==> src/rtl/reg_bank_pkg.sv <==
// Shared types and helpers for the register-bank write path.
//   arb_state_t  : write-arbiter FSM state (IDLE, OWNED)
//   DEF_*        : default bank geometry (DATA_W=4, ADDR_W=2, NUM_REGS=4)
//   get_slice()  : pull field idx of width w out of a flattened request bus
package reg_bank_pkg;

   typedef enum logic {
      IDLE  = 1'b0,
      OWNED = 1'b1
   } arb_state_t;

   localparam int DEF_DATA_W   = 4;
   localparam int DEF_ADDR_W   = 2;
   localparam int DEF_NUM_REGS = 4;

   // Flattened buses are zero-extended to this width before slicing.
   localparam int SLICE_BUS_W  = 256;

   // Returns bits [idx*w +: w] of bus, zero-extended to 32 bits (w <= 32).
   function automatic logic [31:0] get_slice(input logic [SLICE_BUS_W-1:0] bus,
                                             input int unsigned idx,
                                             input int unsigned w);
      logic [31:0] mask;
      mask = 32'hFFFF_FFFF >> (32 - w);
      return 32'(bus >> (idx * w)) & mask;
   endfunction

endpackage

==> src/rtl/reg_write_arbiter_rr_pick.sv <==
// Combinational round-robin picker.
//   req  in  NUM_REQ  request vector
//   ptr  in  PW       highest-priority index for this cycle
//   win  out NUM_REQ  one-hot winner (all zero when req is all zero)
// Search order is ptr, ptr+1, ... NUM_REQ-1, 0, ... ptr-1.
module rr_pick #(
   parameter int NUM_REQ = 3,
   parameter int PW      = (NUM_REQ > 1) ? $clog2(NUM_REQ) : 1
) (
   input  logic [NUM_REQ-1:0] req,
   input  logic [PW-1:0]      ptr,
   output logic [NUM_REQ-1:0] win
);

   always_comb begin
      logic          found;
      logic [PW-1:0] idx;
      win   = '0;
      found = 1'b0;
      idx   = '0;
      for (int i = 0; i < NUM_REQ; i++) begin
         idx = PW'((int'(ptr) + i) % NUM_REQ);
         if (!found && req[idx]) begin
            win[idx] = 1'b1;
            found    = 1'b1;
         end
      end
   end

endmodule

==> src/rtl/reg_write_arbiter.sv <==
// Round-robin arbiter for the register bank's single write path.
//   clock     in   system clock, rising edge
//   reset     in   asynchronous active-low reset
//   req       in   per-requester write request
//   req_lock  in   requester keeps ownership after its grant
//   req_addr  in   flattened target register, ADDR_W per requester
//   req_data  in   flattened write data, DATA_W per requester
//   gnt       out  one-hot grant pulse
//   setValue  out  one-hot register write strobe
//   valueIn   out  shared write data bus (holds last granted value)
//   owner     out  one-hot lock owner, zero when unlocked
//   addr_err  out  pulse: granted address out of range, write dropped
// All outputs are registered: request sampled at edge N shows up as
// gnt/setValue/valueIn during cycle N+1.
module reg_write_arbiter
   import reg_bank_pkg::*;
#(
   parameter int NUM_REQ  = 3,
   parameter int NUM_REGS = DEF_NUM_REGS,
   parameter int ADDR_W   = DEF_ADDR_W,
   parameter int DATA_W   = DEF_DATA_W
) (
   input  logic                       clock,
   input  logic                       reset,
   input  logic [NUM_REQ-1:0]         req,
   input  logic [NUM_REQ-1:0]         req_lock,
   input  logic [NUM_REQ*ADDR_W-1:0]  req_addr,
   input  logic [NUM_REQ*DATA_W-1:0]  req_data,
   output logic [NUM_REQ-1:0]         gnt,
   output logic [NUM_REGS-1:0]        setValue,
   output logic [DATA_W-1:0]          valueIn,
   output logic [NUM_REQ-1:0]         owner,
   output logic                       addr_err
);

   localparam int PW = (NUM_REQ > 1) ? $clog2(NUM_REQ) : 1;

   arb_state_t          state;
   logic [PW-1:0]       ptr;
   logic [PW-1:0]       own_idx;

   logic [NUM_REQ-1:0]  win_oh;
   logic [PW-1:0]       win_idx;

   logic                sel_valid;
   logic [PW-1:0]       sel_idx;
   logic [NUM_REQ-1:0]  sel_oh;
   logic [PW-1:0]       nxt_ptr;
   logic [ADDR_W-1:0]   sel_addr;
   logic [DATA_W-1:0]   sel_data;
   logic                addr_ok;
   logic [NUM_REGS-1:0] dec;

   logic [SLICE_BUS_W-1:0] addr_bus;
   logic [SLICE_BUS_W-1:0] data_bus;

   assign addr_bus = SLICE_BUS_W'(req_addr);
   assign data_bus = SLICE_BUS_W'(req_data);

   rr_pick #(
      .NUM_REQ (NUM_REQ),
      .PW      (PW)
   ) u_pick (
      .req (req),
      .ptr (ptr),
      .win (win_oh)
   );

   always_comb begin
      win_idx = '0;
      for (int i = 0; i < NUM_REQ; i++)
         if (win_oh[i]) win_idx = PW'(i);
   end

   // While locked only the owner is eligible; others stay pending.
   // In OWNED the owner register is exactly the owner's one-hot.
   always_comb begin
      if (state == OWNED) begin
         sel_idx   = own_idx;
         sel_oh    = owner;
         sel_valid = req[own_idx];
      end else begin
         sel_idx   = win_idx;
         sel_oh    = win_oh;
         sel_valid = |win_oh;
      end
   end

   assign nxt_ptr  = (sel_idx == PW'(NUM_REQ - 1)) ? '0 : sel_idx + PW'(1);
   assign sel_addr = ADDR_W'(get_slice(addr_bus, 32'(sel_idx), ADDR_W));
   assign sel_data = DATA_W'(get_slice(data_bus, 32'(sel_idx), DATA_W));
   assign addr_ok  = 32'(sel_addr) < NUM_REGS;
   assign dec      = addr_ok ? (NUM_REGS'(1) << sel_addr) : '0;

   always_ff @(posedge clock or negedge reset) begin
      if (!reset) begin
         state    <= IDLE;
         ptr      <= '0;
         own_idx  <= '0;
         gnt      <= '0;
         setValue <= '0;
         valueIn  <= '0;
         owner    <= '0;
         addr_err <= 1'b0;
      end else begin
         gnt      <= '0;
         setValue <= '0;
         addr_err <= 1'b0;

         // valueIn follows every grant, including dropped out-of-range
         // writes; it only holds when nothing is granted.
         if (sel_valid) begin
            gnt      <= sel_oh;
            valueIn  <= sel_data;
            setValue <= dec;
            addr_err <= !addr_ok;
         end

         case (state)
            IDLE: begin
               if (sel_valid) begin
                  ptr <= nxt_ptr;
                  if (req_lock[win_idx]) begin
                     state   <= OWNED;
                     own_idx <= win_idx;
                     owner   <= win_oh;
                  end
               end
            end
            OWNED: begin
               // Lock released: leave even if a final write is granted now.
               if (!req_lock[own_idx]) begin
                  state <= IDLE;
                  owner <= '0;
                  ptr   <= nxt_ptr;
               end
            end
            default: begin
               state <= IDLE;
               owner <= '0;
            end
         endcase
      end
   end

endmodule

==> config.mk <==
export PLATFORM = sky130hd
export DESIGN_NAME = reg_write_arbiter
export DESIGN_NICKNAME = d
export VERILOG_FILES = /design/src/rtl/reg_bank_pkg.sv /design/src/rtl/reg_write_arbiter_rr_pick.sv /design/src/rtl/reg_write_arbiter.sv
export SDC_FILE = /design/constraint.sdc
export NUM_CORES = 1
export LEC_CHECK = 0
export BUFFER_PORTS_ARGS = -buffer_cell sky130_fd_sc_hd__buf_2
export CAP_MARGIN = 20
export CORE_ASPECT_RATIO = 2
export CORE_MARGIN = 2
export CORE_UTILIZATION = 30
export CTS_BUF_LIST = sky130_fd_sc_hd__clkbuf_4 sky130_fd_sc_hd__clkbuf_8
export CTS_CLUSTER_SIZE = 28
export DETAILED_ROUTE_END_ITERATION = 8
export PLACE_DENSITY_LB_ADDON = 0.2
export SLEW_MARGIN = 20
export SYNTH_ARGS = -nofsm -noshare
export SYNTH_HDL_FRONTEND = slang
export SYNTH_SLANG_ARGS = --single-unit
export TNS_END_PERCENT = 10
==> constraint.sdc <==
create_clock -name clock -period 2.8 [get_ports clock]
set_clock_uncertainty 0.1 [all_clocks]
set_input_delay 0 -clock clock [delete_from_list [all_inputs] [get_ports clock]]
set_output_delay 0 -clock clock [all_outputs]
set_load 0.005 [all_outputs]
* Word level (Yosys, flattened, before mapping)
Cells that the tools add are included.
Storage, ports and cells: register bits 19, word-level logic and storage cells 84
Cells by class: shifts and indexed selects 3, div/mod/pow operators 3, add/subtract/negate cells 3, muxes and demuxes 42, reductions and logical operators 11, bitwise operators 3, eq/ne operators 4, $lt $le $gt $ge 8
Operator list (count):
- modulo 32 x 3 -> 32 bit (second input constant) | 2
- modulo 3 x 3 -> 32 bit (second input constant) | 1
- 2-to-1 mux 3 bit | 8
- 2-to-1 mux 1 bit | 16
- < comparator 2 x 3 -> 1 bit (second input constant) | 5
- binary-select mux 1 bit (select 2 bit) | 6
- >> shifter 12 x 4 -> 4 bit | 1
- 2-to-1 mux 2 bit | 5
- demux 1 bit (select 2 bit) | 3
- greater-or-equal comparator 2 x 1 -> 1 bit (second input constant) | 3
- inequality test 2 bit (second input constant) | 3
- OR 3 bit | 2
- one-hot mux 3 bit (2 select lines) | 1
- AND reduction 3 bit | 2
- >> shifter 6 x 3 -> 2 bit | 1
- logical AND 1 bit | 5
- 2-to-1 mux 4 bit | 1
- one-hot mux 2 bit (2 select lines) | 1
- << shifter 1 x 2 -> 4 bit (first input constant) | 1
- adder 2 x 1 -> 3 bit (second input constant) | 1
- adder 2 x 2 -> 3 bit (second input constant) | 1
- OR reduction 3 bit | 1
- adder 2 x 1 -> 2 bit (second input constant) | 1
- equality test 2 bit (second input constant) | 1
- 4 further kinds | 5

* Longest topological paths before layout
word-level depth 17, mapped depth 12, depth with buffers taken out 9

* Cells and area by module
Synthesis repeated with hierarchy kept, for this count alone.
Unflattened totals: cells, all modules 139, area, all modules 1408.9 µm²
By module, submodules not included:
- reg_write_arbiter | area an instance 1136.1 µm², times used 1, cells each 103, sequential area each 475.5 µm²
- rr_pick | area an instance 272.8 µm², times used 1, cells each 36, sequential area each 0.0 µm²

* Worst setup path after synthesis
OpenSTA, ideal clock, no wires.
path type reg-to-reg, start point register ptr[0], end point register setValue[1], cell stages (with the launch flop) 12, arrival 2.131 ns, setup slack 0.449 ns, clock period less this slack 2.351 ns, cells stage by stage dfrtp_1 > inv_1 > ha_1 > buf_6 > mux2i_1 > nor3b_2 > o31ai_2 > and2_1 > buf_6 > a41oi_2 > buf_6 > and3_1
On the way: longest elaborated chain between the ends 16
Ends and longest elaborated chain:
- start, declared | RTL line reg_write_arbiter.sv:39 | logic [PW-1:0] ptr;
- start signal, assigned | RTL line reg_write_arbiter.sv:122 | ptr <= nxt_ptr;
- start signal, assigned | RTL line reg_write_arbiter.sv:135 | ptr <= nxt_ptr;
- adder 2 x 1 -> 3 bit or modulo 3 x 3 -> 32 bit (tied branches) | RTL line reg_write_arbiter_rr_pick.sv:22 | idx = PW'((int'(ptr) + i) % NUM_REQ);
- modulo 32 x 3 -> 32 bit (tied with other cells) | RTL line reg_write_arbiter_rr_pick.sv:22
- < comparator 2 x 3 -> 1 bit (not written as such) (tied with other cells) | RTL line reg_write_arbiter_rr_pick.sv:24 | win[idx] = 1'b1;
- logical AND 1 bit (not written as such) (tied with other cells) | RTL line reg_write_arbiter_rr_pick.sv:24
- 2-to-1 mux 1 bit (not written as such) (tied with other cells) | RTL line reg_write_arbiter_rr_pick.sv:24
- demux 1 bit (select 2 bit) (tied with other cells)
- OR 3 bit (no source line) or 2-to-1 mux 1 bit (tied branches)
- 2-to-1 mux 3 bit or zero test 1 bit (tied branches) | RTL line reg_write_arbiter_rr_pick.sv:23 | if (!found && req[idx]) begin
- OR 3 bit (no source line) or logical AND 1 bit (tied branches)
- 2-to-1 mux 3 bit * | RTL line reg_write_arbiter_rr_pick.sv:23
- 2-to-1 mux 1 bit | RTL line reg_write_arbiter.sv:72 | if (win_oh[i]) win_idx = PW'(i);
- 2-to-1 mux 2 bit | RTL line reg_write_arbiter.sv:72
- 2-to-1 mux 2 bit | RTL line reg_write_arbiter.sv:78 | if (state == OWNED) begin
- >> shifter 6 x 3 -> 2 bit | RTL line reg_bank_pkg.sv:25 | return 32'(bus >> (idx * w)) & mask;
- << shifter 1 x 2 -> 4 bit | RTL line reg_write_arbiter.sv:93 | assign dec = addr_ok ? (NUM_REGS'(1) << sel_addr) : '0;
- 2-to-1 mux 4 bit * | RTL line reg_write_arbiter.sv:112 | if (sel_valid) begin
- end signal, assigned | RTL line reg_write_arbiter.sv:101 | setValue <= '0;
- end signal, assigned | RTL line reg_write_arbiter.sv:107 | setValue <= '0;
- end signal, assigned | RTL line reg_write_arbiter.sv:115 | setValue <= dec;
- end, declared | RTL line reg_write_arbiter.sv:30 | output logic [NUM_REGS-1:0] setValue,
Mark *: on every way between the ends. The rest lies on a longest branch, timed or not. The select of a mux whose other input is x is not followed. A chain may end at the register's enable or synchronous reset.

* Final worst setup path
start point register ptr[0], end point register owner[2]
On the way: longest elaborated chain between the ends 16
Ends and longest elaborated chain:
- adder 2 x 1 -> 3 bit or modulo 3 x 3 -> 32 bit (tied branches) | RTL line reg_write_arbiter_rr_pick.sv:22
- modulo 32 x 3 -> 32 bit (tied with other cells) | RTL line reg_write_arbiter_rr_pick.sv:22
- < comparator 2 x 3 -> 1 bit (not written as such) (tied with other cells) | RTL line reg_write_arbiter_rr_pick.sv:24
- logical AND 1 bit (not written as such) (tied with other cells) | RTL line reg_write_arbiter_rr_pick.sv:24
- 2-to-1 mux 1 bit (not written as such) (tied with other cells) | RTL line reg_write_arbiter_rr_pick.sv:24
- demux 1 bit (select 2 bit) (tied with other cells)
- OR 3 bit (no source line) or 2-to-1 mux 1 bit (tied branches)
- 2-to-1 mux 3 bit or zero test 1 bit (tied branches) | RTL line reg_write_arbiter_rr_pick.sv:23
- OR 3 bit (no source line) or logical AND 1 bit (tied branches)
- 2-to-1 mux 3 bit * | RTL line reg_write_arbiter_rr_pick.sv:23
- 2-to-1 mux 1 bit | RTL line reg_write_arbiter.sv:72
- 2-to-1 mux 2 bit | RTL line reg_write_arbiter.sv:72
- binary-select mux 1 bit (select 2 bit) | RTL line reg_write_arbiter.sv:123 | if (req_lock[win_idx]) begin
- 2-to-1 mux 1 bit (not written as such) | RTL line reg_write_arbiter.sv:123
- inequality test 2 bit (no source line)
- AND reduction 3 bit (no source line)
- end signal, assigned | RTL line reg_write_arbiter.sv:126 | owner <= win_oh;
- end, declared | RTL line reg_write_arbiter.sv:32 | output logic [NUM_REQ-1:0] owner,
Marked as above.

==> results_dict.tcl <==
set metrics [dict create \
    hold_class "in2reg" \
    vias_per_cell 5.29 \
    htreeDepth 1 \
    power_leakage_uw 0.000929 \
    grt_use_total 0.146 \
    async_flop_share 1.00 \
    synth_top_area_frac 0.298 \
    synth_fp_nets 204 \
    netlist_area_um2 1590 \
    synth.largest_area_cell "dfrtp_1" \
    final_core_util 0.385 \
    synth_seq_area_share 0.298 \
    crit_slowest_cell "ha_2" \
    fin_setup_tns_ns 0 \
    die_h_um 107 \
    maxCapViolCount 0 \
    cts_made_buffers 3 \
    cp_top_family "compound AO/OA/AOI/OAI gates" \
    synth.area.top_cells "dfrtp_1 30%, mux2i_1 6.3%, ha_1 3.1%" \
    synth-seq-cells 19 \
    min_path_cells 4 \
    path_buf_inv 2 \
    min_from "req_data[4]" \
    yosysUniqueCellTypes 62 \
    initial_core_util 0.310 \
    root_buffer "clkbuf_8" \
    ir_worst_vdd_v 0.000584 \
    globalplace.congestion 0.772 \
    setup_viol 0 \
    firstDrtPassIters 4 \
    ant_nets 0 \
    critical_path_class "reg2reg" \
    cts_buffer_depth 2 \
    synth_ff_type "dfrtp_1" \
    wl_per_cell_um 15.3 \
    num_rows 37 \
    design_area_um2 1980 \
    r2r-start "ptr[0]" \
    synthCells 174 \
    p_total_uw 2380 \
    synth-edff-count 0 \
    max_freq_ghz 0.377 \
    cts_tree "yes" \
    multi_input_area_um2 1030 \
    core_um2 5140 \
    route.detailed.drc 0 \
    fin_crit_sh 0.947 \
    cp.arrival_ns 2.69 \
    placed_area_um2 1850 \
    clk_transition_reported_paths_ns 0.07 \
    antenna_found_initial 0 \
    cp_data_required_time_ns 2.84 \
    route.vias.total 1477 \
    p_per_area_nw_per_um2 1200 \
    area_growth_pct 24.0 \
    drive_gt1_frac 0.330 \
    grt_pass1_vias 1529 \
    final_cell_mix "39 x buf_2, 19 x dfrtp_1, 13 x nand2_1, 12 x nor2_1, 10 x mux2i_1" \
    clock_latency_ns 0.25 \
    finalWirelength_mm 4.26 \
    status "completed" \
    dieArea_um2 5950 \
    grt_max_degree 20 \
    min_period_ns 2.65 \
    r2r_setup_slack_ns 0.15 \
    fill_cells 546 \
    pin_count 41 \
    grt-ovfl-total 0 \
    hold_viol 0 \
    portBuffers 39 \
    grt_pass1_wl_mm 6.96 \
    crit_path_end_kind "flop" \
    slew_violations 0 \
    die_x_um 55.5 \
    syn_area_per_cell_um2 9.16 \
    regArea_um2 475 \
    min_to "valueIn[0]" \
    hpwlAfterDp_mm 3.49 \
    nets 252 \
    cts_sinks 19 \
    cp-start-kind "flop" \
    critical_path.max_fanout 8 \
    antenna_cells 0 \
    synth_warnings 0 \
    reg2reg_to "owner[2]" \
    first_iter_violations 34 \
    cp_cell_sequence "inv_1 > ha_2 > mux2i_1 > nor3b_2 > o31ai_4 > and2_1 > buf_4 > nand3_4 > a211oi_2 > o31ai_1" \
    reg2regPathDepth 10 \
    cpPeakStageDelay_ns 0.42 \
    mostFrequentLayoutCell "buf_2" \
]
## through the flow
stage | hold WS [ns] | worst slack (ns) | instances
4_1_cts | 0.0487 | 0.0714 | 279
6_report | 0.0516 | 0.148 | 279
3_3_place_gp | -0.127 | 0.146 | 269
5_1_grt | 0.101 | -0.00680 | 279
3_5_place_dp | -0.122 | 0.0835 | 269
2_1_floorplan | -0.396 | 0.449 | 174
## kinds of logic after synthesis
logic type / share of synthesized area
flops: 0.298
simple gates: 0.247
fa+ha+maj: 0.0314
buf+inv: 0.0714
compound gates: 0.277
mux: 0.0722
other cells: 0.00235
## cell type report
type | count | share of cell area
multi-input cells | 135 | 0.520
clock buffers | 4 | 0.0247
repair buffers | 53 | 0.159
inverters | 10 | 0.0190
well taps | 58 | 0.0367
flip-flops and latches | 19 | 0.241
## power breakdown
group | internal (uW) | leakage, uW | switching, uW
clock | 111 | 0.0000262 | 87.2
combinational | 750 | 0.000663 | 949
sequential | 394 | 0.000240 | 85.6
## routing by layer
| metal | GRT usage | wire [um] | up-vias |
|---|---|---|---|
| met3 | 0.0145 | 122 | 8 |
| li1 | - | - | 729 |
| met2 | 0.293 | 2440 | 41 |
| met4 | 0.0732 | 117 | 0 |
| met5 | 0 | 0 | - |
| met1 | 0.143 | 1570 | 699 |
## cell usage after synthesis (2+ instances only)
cell,instances
a21oi_1,7
and3_1,2
buf_6,4
nor3_2,2
inv_1,8
a21boi_0,2
clkbuf_1,3
o31ai_1,3
nor2_1,12
o21ai_1,2
nand2b_1,7
o22ai_1,2
o211ai_1,2
nand4_1,3
a21o_1,2
nand2_1,13
dfrtp_1,19
or2_1,2
o2111ai_1,2
nand3_1,4
mux2i_1,10
buf_4,2
and2_1,2
a31oi_1,5
a41o_1,2
nor2b_1,2
ha_1,4
and3b_1,3
nand3b_1,4
o21ai_0,6
or2_0,2
## what timing repair did
item / CTS / global route
hold buffers: 6 / 0
setup buffers: 0 / 0
setup endpoints to repair: 0 / 12
hold endpoints to repair: 24 / 0
resized for setup: 0 / 3
## flip-flops by register name (all words and copies together), names as in the netlist
name / cells
owner: 3
gnt: 3
valueIn: 4
state: 1
own_idx: 2
ptr: 2
setValue: 4
## worst reg2reg max path: stages, from the launching register on
cell      delay, ns
dfrtp_1        0.37
inv_1          0.09
ha_2           0.42
mux2i_1        0.28
nor3b_2        0.10
o31ai_4        0.26
and2_1         0.28
buf_4          0.18
nand3_4        0.09
a211oi_2       0.28
o31ai_1        0.09
## worst max-delay path by stage
stage / start / slack (ns) / cells past startpoint / end
2_1_floorplan: ptr[0] / 0.45 / 11 / setValue[1]
3_3_place_gp: ptr[0] / 0.15 / 9 / setValue[3]
3_5_place_dp: ptr[0] / 0.08 / 10 / owner[2]
4_1_cts: ptr[0] / 0.07 / 10 / owner[2]
5_1_grt: ptr[0] / -0.007 / 10 / owner[2]
6_report: ptr[0] / 0.15 / 10 / owner[2]
No activity file was read; power rests on OpenSTA's default activity.
